## src/rtl/data_ram_arbiter.sv

```systemverilog
// data_ram_arbiter: shares the single-port data RAM between the MEM stage (port 0) and a secondary master (port 1)
module data_ram_arbiter #(
    parameter int STARVE_LIMIT = 4,
    parameter int CNT_W        = 3
) (
    input  logic        clk,
    input  logic        rst,
    input  logic        m0_req_i,
    input  logic        m0_we_i,
    input  logic [31:0] m0_addr_i,
    input  logic [3:0]  m0_sel_i,
    input  logic [31:0] m0_data_i,
    output logic [31:0] m0_data_o,
    output logic        m0_ack_o,
    output logic        stallreq_o,
    input  logic        m1_req_i,
    input  logic        m1_we_i,
    input  logic [31:0] m1_addr_i,
    input  logic [3:0]  m1_sel_i,
    input  logic [31:0] m1_data_i,
    output logic [31:0] m1_data_o,
    output logic        m1_ack_o,
    output logic        ram_ce_o,
    output logic        ram_we_o,
    output logic [31:0] ram_addr_o,
    output logic [3:0]  ram_sel_o,
    output logic [31:0] ram_data_o,
    input  logic [31:0] ram_data_i
);
    typedef enum logic [1:0] {IDLE, ACCESS, RESP} state_t;
    state_t           state;
    logic [CNT_W-1:0] starve_cnt;
    logic             grant;
    logic             contested;
    logic             pick;
    assign contested  = m0_req_i & m1_req_i;
    assign pick       = contested ? (starve_cnt == CNT_W'(STARVE_LIMIT)) : m1_req_i;
    assign stallreq_o = m0_req_i & ~m0_ack_o;
    // Arbitration FSM; the RAM command registers double as the ram_*_o outputs
    always_ff @(posedge clk) begin
        if (rst) begin
            state      <= IDLE;
            starve_cnt <= '0;
            grant      <= 1'b0;
            ram_ce_o   <= 1'b0;
            ram_we_o   <= 1'b0;
            ram_addr_o <= '0;
            ram_sel_o  <= '0;
            ram_data_o <= '0;
            m0_ack_o   <= 1'b0;
            m1_ack_o   <= 1'b0;
            m0_data_o  <= '0;
            m1_data_o  <= '0;
        end else begin
            case (state)
                IDLE: if (m0_req_i | m1_req_i) begin
                    state      <= ACCESS;
                    grant      <= pick;
                    ram_ce_o   <= 1'b1;
                    ram_we_o   <= pick ? m1_we_i   : m0_we_i;
                    ram_addr_o <= pick ? m1_addr_i : m0_addr_i;
                    ram_sel_o  <= pick ? m1_sel_i  : m0_sel_i;
                    ram_data_o <= pick ? m1_data_i : m0_data_i;
                    starve_cnt <= (pick || !contested) ? '0 :
                                  (starve_cnt == CNT_W'(STARVE_LIMIT)) ? starve_cnt : starve_cnt + 1'b1;
                end
                ACCESS: begin
                    state    <= RESP;
                    ram_ce_o <= 1'b0;
                    ram_we_o <= 1'b0;
                    if (grant) begin
                        m1_ack_o  <= 1'b1;
                        m1_data_o <= ram_we_o ? '0 : ram_data_i;
                    end else begin
                        m0_ack_o  <= 1'b1;
                        m0_data_o <= ram_we_o ? '0 : ram_data_i;
                    end
                end
                RESP: begin
                    state     <= IDLE;
                    m0_ack_o  <= 1'b0;
                    m1_ack_o  <= 1'b0;
                    m0_data_o <= '0;
                    m1_data_o <= '0;
                end
                default: state <= IDLE;
            endcase
        end
    end
endmodule
```

## config.mk

```make
export PLATFORM = sky130hd
export DESIGN_NAME = data_ram_arbiter
export DESIGN_NICKNAME = d
export VERILOG_FILES = /design/src/rtl/data_ram_arbiter.sv
export SDC_FILE = /design/constraint.sdc
export NUM_CORES = 1
export LEC_CHECK = 0
export BUFFER_PORTS_ARGS = -buffer_cell sky130_fd_sc_hd__buf_4
export CAP_MARGIN = 40
export CORE_AREA = 2 2 120 122
export CTS_BUF_LIST = sky130_fd_sc_hd__clkbuf_2
export DETAILED_ROUTE_END_ITERATION = 16
export DIE_AREA = 0 0 122 124
export PLACE_DENSITY_LB_ADDON = 0.3
export SETUP_SLACK_MARGIN = 0.3
export SYNTH_ARGS = -nofsm -noshare
export SYNTH_HDL_FRONTEND = slang
export SYNTH_SLANG_ARGS = --single-unit
```

## constraint.sdc

```tcl
create_clock -name clk -period 1.6 [get_ports clk]
set_input_delay 0.4 -clock clk [delete_from_list [all_inputs] [get_ports clk]]
set_output_delay 0.4 -clock clk [all_outputs]
set_load 0.1 [all_outputs]
```

==> qor.csv, run 1 <==
stage,metric,value,unit
status,status,did not finish,
status,lastStage,clock tree synthesis,
status,toolErrorMsg,"[ERROR DPL-0038] Utilization greater than 100%, impossible to legalize",
clock_tree,postCtsHoldBufs,171,
synthesis,synth_area_per_cell,8.46,sq um
synthesis,netlist_top_cells_area,"dfxtp_1 44%, a21oi_1 11%, nand3_1 10%",
synthesis,synth_nets,940,
place,portBuffers,310,
clock_tree,cts-buffers-inserted,17,
synthesis,synth_top_cell_by_area,dfxtp_1,
synthesis,synth_common_cells,"142 x dfxtp_1, 137 x a21oi_1, 133 x nand3_1, 68 x a311oi_1, 65 x nand4b_1",
synthesis,synth-seq-cells,142,
synthesis,synth-edff-count,0,
clock_tree,cts_max_level,4,
place,dp.final_hpwl,15000,um
place,dpl_cell_area,9410,sq um
clock_tree,cts_sinks,142,
die,io-pin-count,311,
synthesis,async_flop_share,0,%
synthesis,syn_area,6460,sq um
synthesis,ys.flop_type,dfxtp_1,
synthesis,synth_compound_area_share,27.0,%
clock_tree,cts_buffer_depth,2,
synthesis,yosys.area_share.simple,21.2,%
synthesis,synth-xor-area-share,0,%
synthesis,synth_cells,764,
clock_tree,post_cts_resized,518,
synthesis,ys_seq_area_share,44.0,%
synthesis,synth_top_area_share,44.0,%
clock_tree,postCtsSetupRepairBufs,73,
synthesis,synth_top_family_by_area,compound AO/OA/AOI/OAI gates,
synthesis,synthMuxAreaShare,0,%
die,start_util,47.1,%
synthesis,synth_most_common_cell,dfxtp_1,
clock_tree,root_buffer,clkbuf_2,
synthesis,synthAdderAreaFrac,0.387,%
place,dp.cells,1179,
synthesis,synth_cell_types,35,
place,gp_congestion,0.830,
synthesis,yosysWarnings,0,
die,die_h,124,um
die,die_x,122,um
die,rows,43,
-- per-stage QoR --
step                worst slack [ns]  hold slack, ns
detailed placement          -0.00151           0.448
global placement              0.0684           0.444
floorplan                      0.229           0.467
-- cell families after synthesis --
logic type               after synthesis
AND/OR/NAND/NOR                      221
adder cells (fa/ha/maj)                2
flip-flops                           142
buffers and inverters                112
AO/OA/AOI/OAI                        287
==> run 2: changes to the inputs <==
==> config.mk (replaced) <==
export PLATFORM = sky130hd
export DESIGN_NAME = data_ram_arbiter
export DESIGN_NICKNAME = d
export VERILOG_FILES = /design/src/rtl/data_ram_arbiter.sv
export SDC_FILE = /design/constraint.sdc
export NUM_CORES = 1
export LEC_CHECK = 0
export BUFFER_PORTS_ARGS = -buffer_cell sky130_fd_sc_hd__buf_4
export CAP_MARGIN = 40
export CORE_UTILIZATION = 39
export DETAILED_ROUTE_END_ITERATION = 16
export PLACE_DENSITY_LB_ADDON = 0.15
export SYNTH_ARGS = -nofsm -noshare
export SYNTH_HDL_FRONTEND = slang
export SYNTH_SLANG_ARGS = --single-unit
==> run 2 against run 1 <==
The run now ends clean. Synthesized area stayed put. Synthesized cell count is the same.
==> qor.csv, run 2 <==
stage,metric,value,unit,change
status,status,completed,,
worst_setup_path,critical_path_required,1.20,ns,
sta,finalClockSkew,0.00985,ns,
place,gp_congestion,0.837,,+0.88%
cells_and_area,final_common_cell,buf_4,,
die,start_util,40.4,%,-6.7 points
power,power.leakage,4.03,nW,
cells_and_area,final_cell_mix,"335 x buf_4, 141 x dfxtp_1, 137 x a21oi_1, 133 x nand3_1, 65 x nand4b_1",,
clock_tree,clk_latency,0.41,ns,
drt,avgRoutedWirePerCell,18.3,um,
synthesis,synth_cell_types,35,,unchanged
power,p_switching,4.55,mW,
synthesis,netlist_top_cells_area,"dfxtp_1 44%, a21oi_1 11%, nand3_1 10%",,
synthesis,synth-seq-cells,142,,unchanged
sta,slew_violations,0,,
synthesis,synth_most_common_cell,dfxtp_1,,
synthesis,synth_area_per_cell,8.46,sq um,unchanged
worst_setup_path,cp-start-kind,flip-flop,,
die,rows,46,,+7.0%
grt,antenna_found_initial,0,,
synthesis,synth_top_cell_by_area,dfxtp_1,,
drt,firstDrtPassIters,5,,
cells_and_area,area_growth_syn_to_layout,54.0,%,
sta,fmax,649,MHz,
drt,ant_nets,0,,
synthesis,syn_area,6460,sq um,unchanged
worst_setup_path,critical_path_class,flip-flop to output pin,,
die,core,16000,sq um,
synthesis,synth-edff-count,0,,unchanged
clock_tree,cts_max_level,4,,unchanged
clock_tree,cts-buffers-inserted,17,,unchanged
worst_setup_path,crit_arrival,1.14,ns,
power,pwr-share-clk,33.9,%,
worst_setup_path,crit_slowest_cell,dfxtp_1,,
clock_tree,cts_sinks,142,,unchanged
synthesis,ys_seq_area_share,44.0,%,unchanged
power,combPwrFrac,33.3,%,
worst_setup_path,cp-end-kind,output pin,,
place,dpl_cell_area,9210,sq um,-2.1%
worst_setup_path,slowest_delay,0.37,ns,
synthesis,async_flop_share,0,%,unchanged
die,die_h,131,um,+5.4%
worst_setup_path,cp_cell_sequence,nor2b_4 > buf_6,,
die,io-pin-count,311,,unchanged
sta,hold_violations,0,,
sta,finalCritPeriodShare,96.3,%,
clock_tree,clkTransAtPathRegs,0.06,ns,
synthesis,synth_common_cells,"142 x dfxtp_1, 137 x a21oi_1, 133 x nand3_1, 68 x a311oi_1, 65 x nand4b_1",,
sta,period_minus_slack,1.54,ns,
grt,grt_usage,25.8,%,
power,internal-power,7.57,mW,
clock_tree,cts_tree,yes,,
place,dp.cells,1228,,+4.2%
sta,setup_viol,0,,
grt,grt_pass1_wl,34500,um,
drt,via_count,7176,,
drt,routed_wirelength,23200,um,
place,dp.final_hpwl,15400,um,+2.9%
place,portBuffers,310,,unchanged
synthesis,ys.flop_type,dfxtp_1,,
synthesis,yosysWarnings,0,,unchanged
worst_setup_path,path_max_fanout,4,,
die,die-area,17100,sq um,
cells_and_area,final_area,9950,sq um,
clock_tree,root_buffer,clkbuf_16,,
cells_and_area,final_nets,1212,,
synthesis,synth_cells,764,,unchanged
cells_and_area,drive_gt1_share,38.9,%,
grt,grt_max_degree,66,,
synthesis,synth_top_area_share,44.0,%,unchanged
power,pwr_density_cell,1220,nW/um^2,
clock_tree,cts_buffer_depth,2,,unchanged
cells_and_area,n_antenna_cell,0,,
job,drv_cap,0,,
sta,tightest_slew,0.453,ns,
synthesis,synth_nets,940,,unchanged
grt,overflow,0,,
drt,drcViolationCount,0,,
grt,grt_pass1_vias,6430,,
cells_and_area,layout.cells.non_filler,1265,,
min_path,worstHoldPathType,primary input to flip-flop,,
power,power_frac_seq,32.8,%,
drt,vias_per_cell,5.67,,
drt,drtIter0Drc,396,,
sta,slew_headroom,69.8,%,
clock_tree,postCtsHoldBufs,0,,-100%
power,vdd_drop_max,742,uV,
die,die_x,131,um,+7.1%
power,switching_share,37.5,%,
## run 2: logic make-up after synthesis
group	Yosys count	share of synthesized area (%)
AND/OR/NAND/NOR	221	21.2
buffers and inverters	112	7.47
AO/OA/AOI/OAI	287	27.0
adder cells (fa/ha/maj)	2	0.387
flip-flops	142	44.0
## run 2: critical path, delay by kind of cell, from the launching register on
family        cells  cell delay (ns)
simple gates      1             0.13
buf+inv           1             0.22
flops             1             0.37
## run 2: cell type report
| class | count | area [sq um] |
|---|---|---|
| tap | 216 | 270 |
| multi-input combinational | 510 | 3200 |
| sequential | 142 | 2840 |
| clock buffer | 22 | 484 |
| inverter | 5 | 18.8 |
| fill | 1484 | 6050 |
| clock inverter | 10 | 135 |
| timing repair buffer | 360 | 3000 |
## run 2: stage by stage
stage	worst slack (ns)	hold slack, ns	power, mW	setup TNS (ns)	util, %
floorplan	-0.124	0.466	6.82	-0.124	-
global placement	0.104	0.451	8.01	0	57.6
detailed placement	0.0467	0.456	8.02	0	57.6
CTS	-0.00277	0.243	12.1	-0.00277	61.5
global route	-0.0383	0.266	12.5	-0.0423	62.2
finish	0.0595	0.260	12.1	0	62.2
## run 2: repair_timing
action,in CTS,in global routing
gates cloned,0,3
setup buffers,0,2
pin swaps,0,9
endpoints found under the setup margin,2,59
gates resized for setup,3,5
## run 2: power by group through the flow
stage	combinational (mW)	clock (mW)	sequential, mW
floorplan	0.923	0	5.90
global placement	3.97	0	4.04
CTS	3.99	4.18	3.97
finish	4.03	4.11	3.97
global route	4.20	4.33	4.00
detailed placement	3.98	0	4.04
## run 2: per-layer routing
layer	share of wire (%)	vias to the layer above	global-route usage, %
li1	-	3463	-
met1	40	3377	32.1
met2	50	298	42.2
met3	7.8	38	6.92
met4	2.8	0	10.8
met5	0	-	0
## run 2: path summary, 6_finish.rpt
check        slack (ns)                  startpoint                     endpoint  cells after the start
max                0.06       m0_ack_o$_SDFFE_PP0P_                   stallreq_o                      2
min                0.26                     m0_we_i        ram_we_o$_SDFFE_PP0P_                      3
max reg2reg        0.07  starve_cnt[0]$_SDFFE_PP0P_  ram_data_o[28]$_SDFFE_PP0P_                      7
min reg2reg        0.46  m0_data_o[22]$_SDFFE_PP0P_   m0_data_o[22]$_SDFFE_PP0P_                      2
Note: power is estimated with default switching activity, not from simulation.
